**src/rtl/sdram_req_frontend_if.sv**
```systemverilog
// Request/command/refresh bundle between the fabric, the request front-end and
// the SDRAM controller. The slave modport is the front-end's view.
interface sdram_req_frontend_if #(
    parameter int DEPTH = 4
);
    localparam int CNT_W = $clog2(DEPTH) + 1;

    logic             InitDone;
    logic             ReqValid;
    logic             ReqReady;
    logic             ReqWrEn;
    logic [24:0]      ReqAddr;
    logic [15:0]      ReqWrData;
    logic [1:0]       ReqByteEn;
    logic             CtrlValid;
    logic             CtrlReady;
    logic             CtrlWrEn;
    logic [1:0]       CtrlBank;
    logic [12:0]      CtrlRow;
    logic [9:0]       CtrlCol;
    logic [15:0]      CtrlWrData;
    logic [1:0]       CtrlDqm;
    logic             RefReq;
    logic             RefAck;
    logic [CNT_W-1:0] FifoCount;
    logic             RefOverrun;

    modport slave (
        input  InitDone, ReqValid, ReqWrEn, ReqAddr, ReqWrData, ReqByteEn,
               CtrlReady, RefAck,
        output ReqReady, CtrlValid, CtrlWrEn, CtrlBank, CtrlRow, CtrlCol,
               CtrlWrData, CtrlDqm, RefReq, FifoCount, RefOverrun
    );

    modport master (
        output InitDone, ReqValid, ReqWrEn, ReqAddr, ReqWrData, ReqByteEn,
               CtrlReady, RefAck,
        input  ReqReady, CtrlValid, CtrlWrEn, CtrlBank, CtrlRow, CtrlCol,
               CtrlWrData, CtrlDqm, RefReq, FifoCount, RefOverrun
    );
endinterface

```
**src/rtl/sdram_req_frontend.sv**
```systemverilog
// SDRAM request front-end: queues fabric requests, decodes them into bank/row/col
// commands and arbitrates them against periodic auto-refresh (refresh wins).
module sdram_req_frontend #(
    parameter int DEPTH        = 4,
    parameter int REFRESH_RATE = 1560,
    parameter int MAX_PEND     = 7
) (
    input logic                 Clk,
    input logic                 RstN,
    sdram_req_frontend_if.slave bus
);
    localparam int PTR_W  = $clog2(DEPTH);
    localparam int CNT_W  = PTR_W + 1;
    localparam int TMR_W  = $clog2(REFRESH_RATE);
    localparam int PEND_W = $clog2(MAX_PEND + 1);

    localparam logic [1:0] WAIT_INIT = 2'd0;
    localparam logic [1:0] ARB       = 2'd1;
    localparam logic [1:0] REQ_HOLD  = 2'd2;
    localparam logic [1:0] REF_HOLD  = 2'd3;

    typedef struct packed {
        logic        wrEn;
        logic [24:0] addr;
        logic [15:0] wrData;
        logic [1:0]  byteEn;
    } ReqEntry;

    ReqEntry            mem [DEPTH];
    ReqEntry            head;
    logic [1:0]         state;
    logic [PTR_W-1:0]   wrPtr;
    logic [PTR_W-1:0]   rdPtr;
    logic [CNT_W-1:0]   count;
    logic [TMR_W-1:0]   timer;
    logic [PEND_W-1:0]  pend;
    logic               overrun;
    logic               push;
    logic               pop;
    logic               tick;
    logic               ackTaken;

    assign bus.ReqReady   = (count != CNT_W'(DEPTH));
    assign push           = bus.ReqValid && bus.ReqReady;
    assign bus.CtrlValid  = (state == REQ_HOLD);
    assign pop            = bus.CtrlValid && bus.CtrlReady;
    assign bus.RefReq     = (state == REF_HOLD);
    assign ackTaken       = bus.RefAck && bus.RefReq;
    assign tick           = (state != WAIT_INIT) && (timer == TMR_W'(REFRESH_RATE - 1));
    assign bus.FifoCount  = count;
    assign bus.RefOverrun = overrun;

    // Storage carries data only; pointers and count define what is valid.
    always_ff @(posedge Clk) begin
        if (push) mem[wrPtr] <= '{bus.ReqWrEn, bus.ReqAddr, bus.ReqWrData, bus.ReqByteEn};
    end

    // Head fields are forced to zero outside REQ_HOLD so the bus is quiet in reset/idle.
    assign head           = mem[rdPtr];
    assign bus.CtrlWrEn   = head.wrEn & bus.CtrlValid;
    assign bus.CtrlRow    = head.addr[24:12] & {13{bus.CtrlValid}};
    assign bus.CtrlBank   = head.addr[11:10] & {2{bus.CtrlValid}};
    assign bus.CtrlCol    = head.addr[9:0] & {10{bus.CtrlValid}};
    assign bus.CtrlWrData = head.wrData & {16{bus.CtrlValid}};
    assign bus.CtrlDqm    = ~head.byteEn & {2{bus.CtrlValid}};

    always_ff @(posedge Clk or negedge RstN) begin
        if (!RstN) begin
            wrPtr <= '0;
            rdPtr <= '0;
            count <= '0;
        end else begin
            if (push) wrPtr <= wrPtr + PTR_W'(1);
            if (pop)  rdPtr <= rdPtr + PTR_W'(1);
            case ({push, pop})
                2'b10:   count <= count + CNT_W'(1);
                2'b01:   count <= count - CNT_W'(1);
                default: count <= count;
            endcase
        end
    end

    // ARB always costs one cycle between grants, capping throughput at 1 per 2.
    always_ff @(posedge Clk or negedge RstN) begin
        if (!RstN) begin
            state <= WAIT_INIT;
        end else begin
            case (state)
                WAIT_INIT: if (bus.InitDone) state <= ARB;
                ARB: begin
                    if (pend != '0)       state <= REF_HOLD;
                    else if (count != '0) state <= REQ_HOLD;
                end
                REQ_HOLD:  if (bus.CtrlReady) state <= ARB;
                REF_HOLD:  if (bus.RefAck)    state <= ARB;
                default:   state <= WAIT_INIT;
            endcase
        end
    end

    always_ff @(posedge Clk or negedge RstN) begin
        if (!RstN) begin
            timer <= '0;
        end else if (state != WAIT_INIT) begin
            timer <= tick ? '0 : timer + TMR_W'(1);
        end
    end

    // A lost tick at saturation is remembered until reset.
    always_ff @(posedge Clk or negedge RstN) begin
        if (!RstN) begin
            pend    <= '0;
            overrun <= 1'b0;
        end else if (tick && !ackTaken) begin
            if (pend == PEND_W'(MAX_PEND)) overrun <= 1'b1;
            else                            pend    <= pend + PEND_W'(1);
        end else if (ackTaken && !tick) begin
            pend <= pend - PEND_W'(1);
        end
    end
endmodule

```
**src/flat_wrapper.sv**
```systemverilog
// flat-port wrapper written by rule: the top's interface ports become plain ports
module sdram_req_frontend_flat 
#(
    parameter int DEPTH        = 4,
    parameter int REFRESH_RATE = 1560,
    parameter int MAX_PEND     = 7
)
  (Clk, RstN, bus_InitDone, bus_ReqValid, bus_ReqWrEn, bus_ReqAddr, bus_ReqWrData, bus_ReqByteEn, bus_CtrlReady, bus_RefAck, bus_ReqReady, bus_CtrlValid, bus_CtrlWrEn, bus_CtrlBank, bus_CtrlRow, bus_CtrlCol, bus_CtrlWrData, bus_CtrlDqm, bus_RefReq, bus_FifoCount, bus_RefOverrun);
  sdram_req_frontend_if #(.DEPTH(DEPTH)) bus_i ();
  input logic Clk;
  input logic RstN;
  input wire logic [$bits(bus_i.InitDone)-1:0] bus_InitDone;
  input wire logic [$bits(bus_i.ReqValid)-1:0] bus_ReqValid;
  input wire logic [$bits(bus_i.ReqWrEn)-1:0] bus_ReqWrEn;
  input wire logic [$bits(bus_i.ReqAddr)-1:0] bus_ReqAddr;
  input wire logic [$bits(bus_i.ReqWrData)-1:0] bus_ReqWrData;
  input wire logic [$bits(bus_i.ReqByteEn)-1:0] bus_ReqByteEn;
  input wire logic [$bits(bus_i.CtrlReady)-1:0] bus_CtrlReady;
  input wire logic [$bits(bus_i.RefAck)-1:0] bus_RefAck;
  output wire logic [$bits(bus_i.ReqReady)-1:0] bus_ReqReady;
  output wire logic [$bits(bus_i.CtrlValid)-1:0] bus_CtrlValid;
  output wire logic [$bits(bus_i.CtrlWrEn)-1:0] bus_CtrlWrEn;
  output wire logic [$bits(bus_i.CtrlBank)-1:0] bus_CtrlBank;
  output wire logic [$bits(bus_i.CtrlRow)-1:0] bus_CtrlRow;
  output wire logic [$bits(bus_i.CtrlCol)-1:0] bus_CtrlCol;
  output wire logic [$bits(bus_i.CtrlWrData)-1:0] bus_CtrlWrData;
  output wire logic [$bits(bus_i.CtrlDqm)-1:0] bus_CtrlDqm;
  output wire logic [$bits(bus_i.RefReq)-1:0] bus_RefReq;
  output wire logic [$bits(bus_i.FifoCount)-1:0] bus_FifoCount;
  output wire logic [$bits(bus_i.RefOverrun)-1:0] bus_RefOverrun;
  assign bus_i.InitDone = bus_InitDone;
  assign bus_i.ReqValid = bus_ReqValid;
  assign bus_i.ReqWrEn = bus_ReqWrEn;
  assign bus_i.ReqAddr = bus_ReqAddr;
  assign bus_i.ReqWrData = bus_ReqWrData;
  assign bus_i.ReqByteEn = bus_ReqByteEn;
  assign bus_i.CtrlReady = bus_CtrlReady;
  assign bus_i.RefAck = bus_RefAck;
  assign bus_ReqReady = bus_i.ReqReady;
  assign bus_CtrlValid = bus_i.CtrlValid;
  assign bus_CtrlWrEn = bus_i.CtrlWrEn;
  assign bus_CtrlBank = bus_i.CtrlBank;
  assign bus_CtrlRow = bus_i.CtrlRow;
  assign bus_CtrlCol = bus_i.CtrlCol;
  assign bus_CtrlWrData = bus_i.CtrlWrData;
  assign bus_CtrlDqm = bus_i.CtrlDqm;
  assign bus_RefReq = bus_i.RefReq;
  assign bus_FifoCount = bus_i.FifoCount;
  assign bus_RefOverrun = bus_i.RefOverrun;
  sdram_req_frontend #(.DEPTH(DEPTH), .REFRESH_RATE(REFRESH_RATE), .MAX_PEND(MAX_PEND)) u_core (.Clk(Clk), .RstN(RstN), .bus(bus_i));
endmodule
```
**config.mk**
```make
export PLATFORM = sky130hd
export DESIGN_NAME = sdram_req_frontend_flat
export DESIGN_NICKNAME = d
export VERILOG_FILES = /design/src/rtl/sdram_req_frontend_if.sv /design/src/rtl/sdram_req_frontend.sv /design/src/flat_wrapper.sv
export SDC_FILE = /design/constraint.sdc
export NUM_CORES = 1
export LEC_CHECK = 0
export BUFFER_PORTS_ARGS = -buffer_cell sky130_fd_sc_hd__buf_2
export CORE_MARGIN = 1
export CORE_UTILIZATION = 30
export CTS_CLUSTER_SIZE = 16
export DETAILED_ROUTE_END_ITERATION = 12
export HOLD_SLACK_MARGIN = 0.02
export PLACE_DENSITY = 0.57
export SLEW_MARGIN = 20
export SYNTH_ARGS = -nofsm -noshare
export SYNTH_HDL_FRONTEND = slang
export SYNTH_SLANG_ARGS = --single-unit
```
**constraint.sdc**
```tcl
create_clock -name Clk -period 2.5 [get_ports Clk]
set_clock_uncertainty 0.15 [all_clocks]
set_input_delay 0 -clock Clk [delete_from_list [all_inputs] [get_ports Clk]]
set_output_delay 0 -clock Clk [all_outputs]
set_load 0.05 [all_outputs]
```
==> qor.yml <==
pwr:
  irDropWorstVdd_mv: 0.4669
  switching_share: 0.3360
  leakage_nw: 3.749
  combPwrFrac: 0.328
  p_sw_mw: 3.780
  internal-power_mw: 7.470
  pwr_density_cell_nw_per_um2: 1102
  seqPwrFrac: 0.432
  clockPowerShare: 0.240
finish:
  drive_above_1_share: 0.3547
  syn2layout_area_growth_pct: 27.19
  final_common_cell: "edfxtp_1"
  antenna_cells: 0
  final_cell_mix: "edfxtp_1 (176), buf_2 (100), dlygate4sd3_1 (50)"
  finalNetCount: 637
detailed_routing:
  route.detailed.drc: 12
  wl_per_cell_um: 17.21
  antenna_left: 0
  drtIter0Drc: 238
  vias: 4227
  wirelength_um: 15950
  routed_via_density: 4.560
  first_pass_iters: 8
hold_path:
  hp-class: "in -> reg"
synth:
  synth_cell_type_count: 45
  synth_seq_cells: 200
  seq_area_frac_synth: 0.7334
  synth.top_cell.area_share: 0.6586
  async_flop_share: 0.1200
  synth-main-ff-cell: "edfxtp_1"
  synth.cell_area_um2: 8025
  avgSynthCellArea_um2: 19.67
  synthesis.nets: 466
  yosys-top-cells-area: "edfxtp_1 (66%), mux4_2 (12%), dfrtp_1 (7.5%), and2_1 (3.4%), ha_1 (0.94%)"
  ys_warn_count: 0
  synth_edf_count: 176
  syn_inst: 408
  yosys.area.top_type: "edfxtp_1"
global_routing:
  antenna_found_initial: 0
  grt_max_degree: 45
  gr-max-usage-layer: "met2"
  grt_use_met2: 0.2155
  grt_util_met1: 0.1530
  met3_usage: 0.02473
  grt_pass1_vias: 4532
  grt_pass1_wl_um: 24850
  gr-total-overflow: 0
  grt_usage: 0.1244
sta:
  tightest_slew_ns: 0.5164
  fin_crit_ns: 2.372
  fin_setup_tns_ns: 0
  slew_violations: 0
  setup_viol: 0
  maxSlewHeadroom: 0.6557
  finalCritPeriodShare: 0.9489
  clock.fmax_mhz: 421.6
  rsz0062_at_grt: "false"
  worst_slack_ns: 0.1278
  hold_violations: 0
worst_setup_path:
  cp_cell_sequence: "nor4b_4, and3_1, nand2_1, fa_1, a21boi_0, a31o_1, a21oi_2"
  startpoint_type: "flip-flop"
  slowest_stage: "dfrtp_1"
  critical_path_required_ns: 2.70
  endpoint_kind: "flip-flop"
  crit_path_max_incr_delay_ns: 0.47
  critPathKind: "reg -> reg"
  crit_arrival_ns: 2.57
  worstPathMaxFanout: 6
clocking:
  cts.sinks: 200
  clk_pin_slew_ns: 0.07
  cts_tree: "built"
  clk_latency_ns: 0.42
  cts_made_buffers: 17
  clk_path_buf_depth: 2
  htreeDepth: 4
  clk_root_buffer_cell: "clkbuf_16"
floorplan:
  row_count: 59
  die_height_um: 165.6
  start_util: 0.3071
  core_um2: 26130
  dieArea_um2: 27410
  die_w_um: 165.6
  ios: 101
placed_design:
  place.port_buffers: 100
  hpwl_um: 9632
  place_congestion: 0.7370
  post-place-ws_ns: 0.1197
run_status:
  outcome: "complete, but fails checks"
  violations: "DRC"
flow_run:
  drv_cap: 0
[final timing paths]
| check | startpoint | end | slack (ns) | cells after the start |
|---|---|---|---|---|
| max | u_core.timer[5] | u_core.pend[2] | 0.13 | 7 |
| max reg2reg | u_core.timer[5] | u_core.pend[2] | 0.13 | 7 |
| min reg2reg | u_core.timer[10] | u_core.timer[10] | 0.32 | 1 |
| max in group asynchronous | RstN | u_core.rdPtr[0] | 1.59 | 4 |
| min in group asynchronous | RstN | u_core.bus.FifoCount[2] | 0.44 | 4 |
| min | bus_ReqAddr[10] | u_core.mem[2][28] | 0.17 | 2 |
[cell usage after synthesis, types with 4 or more instances]
| library cell | count |
|---|---|
| and2_1 | 44 |
| and3_1 | 7 |
| buf_2 | 5 |
| buf_6 | 6 |
| clkbuf_1 | 4 |
| dfrtp_1 | 24 |
| edfxtp_1 | 176 |
| ha_1 | 6 |
| inv_1 | 10 |
| mux2i_1 | 5 |
| mux4_2 | 44 |
| nand2_1 | 11 |
| nand3_1 | 4 |
| nor2_1 | 11 |
| xnor2_1 | 6 |
| xor2_1 | 8 |
[cells by family after synthesis]
group / synth area share
DFF: 0.7334
and+or+nand+nor: 0.06579
muxes: 0.1330
buffers and inverters: 0.01995
AOI/OAI and AO/OA: 0.01825
xor gates and xnor gates: 0.01528
adders and majority gates: 0.01434
[power groups by stage]
stage | Combinational [mW] | Sequential (mW) | Clock [mW]
floorplan | 2.64 | 4.82 | 0
global placement | 3.53 | 4.93 | 0
detailed placement | 3.58 | 5.00 | 0
CTS | 3.66 | 4.92 | 2.79
global route | 4.02 | 4.94 | 2.92
finish | 3.69 | 4.86 | 2.70
[critical path: cells and delay by family, from the launching register on]
kind            cells  cell delay (ns)
compound gates      3             0.54
flops               1             0.47
fa+ha+maj           1             0.43
simple gates        3             0.72
[flip-flops by register name, summed over array words and instances (netlist names)]
signal,flops
u_core.state,2
u_core.rdPtr,2
u_core.bus.FifoCount,3
u_core.timer,11
u_core.wrPtr,2
u_core.mem,176
u_core.bus.RefOverrun,1
u_core.pend,3
[final cells by class]
| type | count | area, um^2 |
|---|---|---|
| Clock buffer | 18 | 429.2 |
| Fill cell | 2444 | 15930 |
| Clock inverter | 14 | 156.4 |
| Timing Repair Buffer | 169 | 1269 |
| Multi-Input combinational cell | 181 | 2003 |
| Sequential cell | 200 | 5892 |
| Inverter | 10 | 38.79 |
| Tap cell | 335 | 419.2 |
[stage by stage]
stage	std cells	instance area [um^2]	hold slack, ns	utilization	power, mW
2_1_floorplan	408	8044	-0.4456	-	7.467
3_3_place_gp	839	9056	-0.1520	0.3465	8.453
3_5_place_dp	839	9056	-0.1265	0.3465	8.571
4_1_cts	922	10160	0.1503	0.3889	11.38
5_1_grt	927	10210	0.1563	0.3906	11.88
6_report	927	10210	0.1746	0.3906	11.25
[per-layer routing]
metal	wire length (um)	part of all wire
met1	6837	0.43
met2	8264	0.52
met5	0	0
met3	635	0.040
met4	212	0.013
[repair_timing]
action | 4_1_cts | 5_1_grt
endpoints found under the hold margin | 210 | 0
endpoints found under the setup margin | 30 | 18
pin swaps | 0 | 1
hold buffers | 51 | 0
setup buffers | 0 | 5
resized for setup | 1 | 1
(Power assumes the default switching activity.)
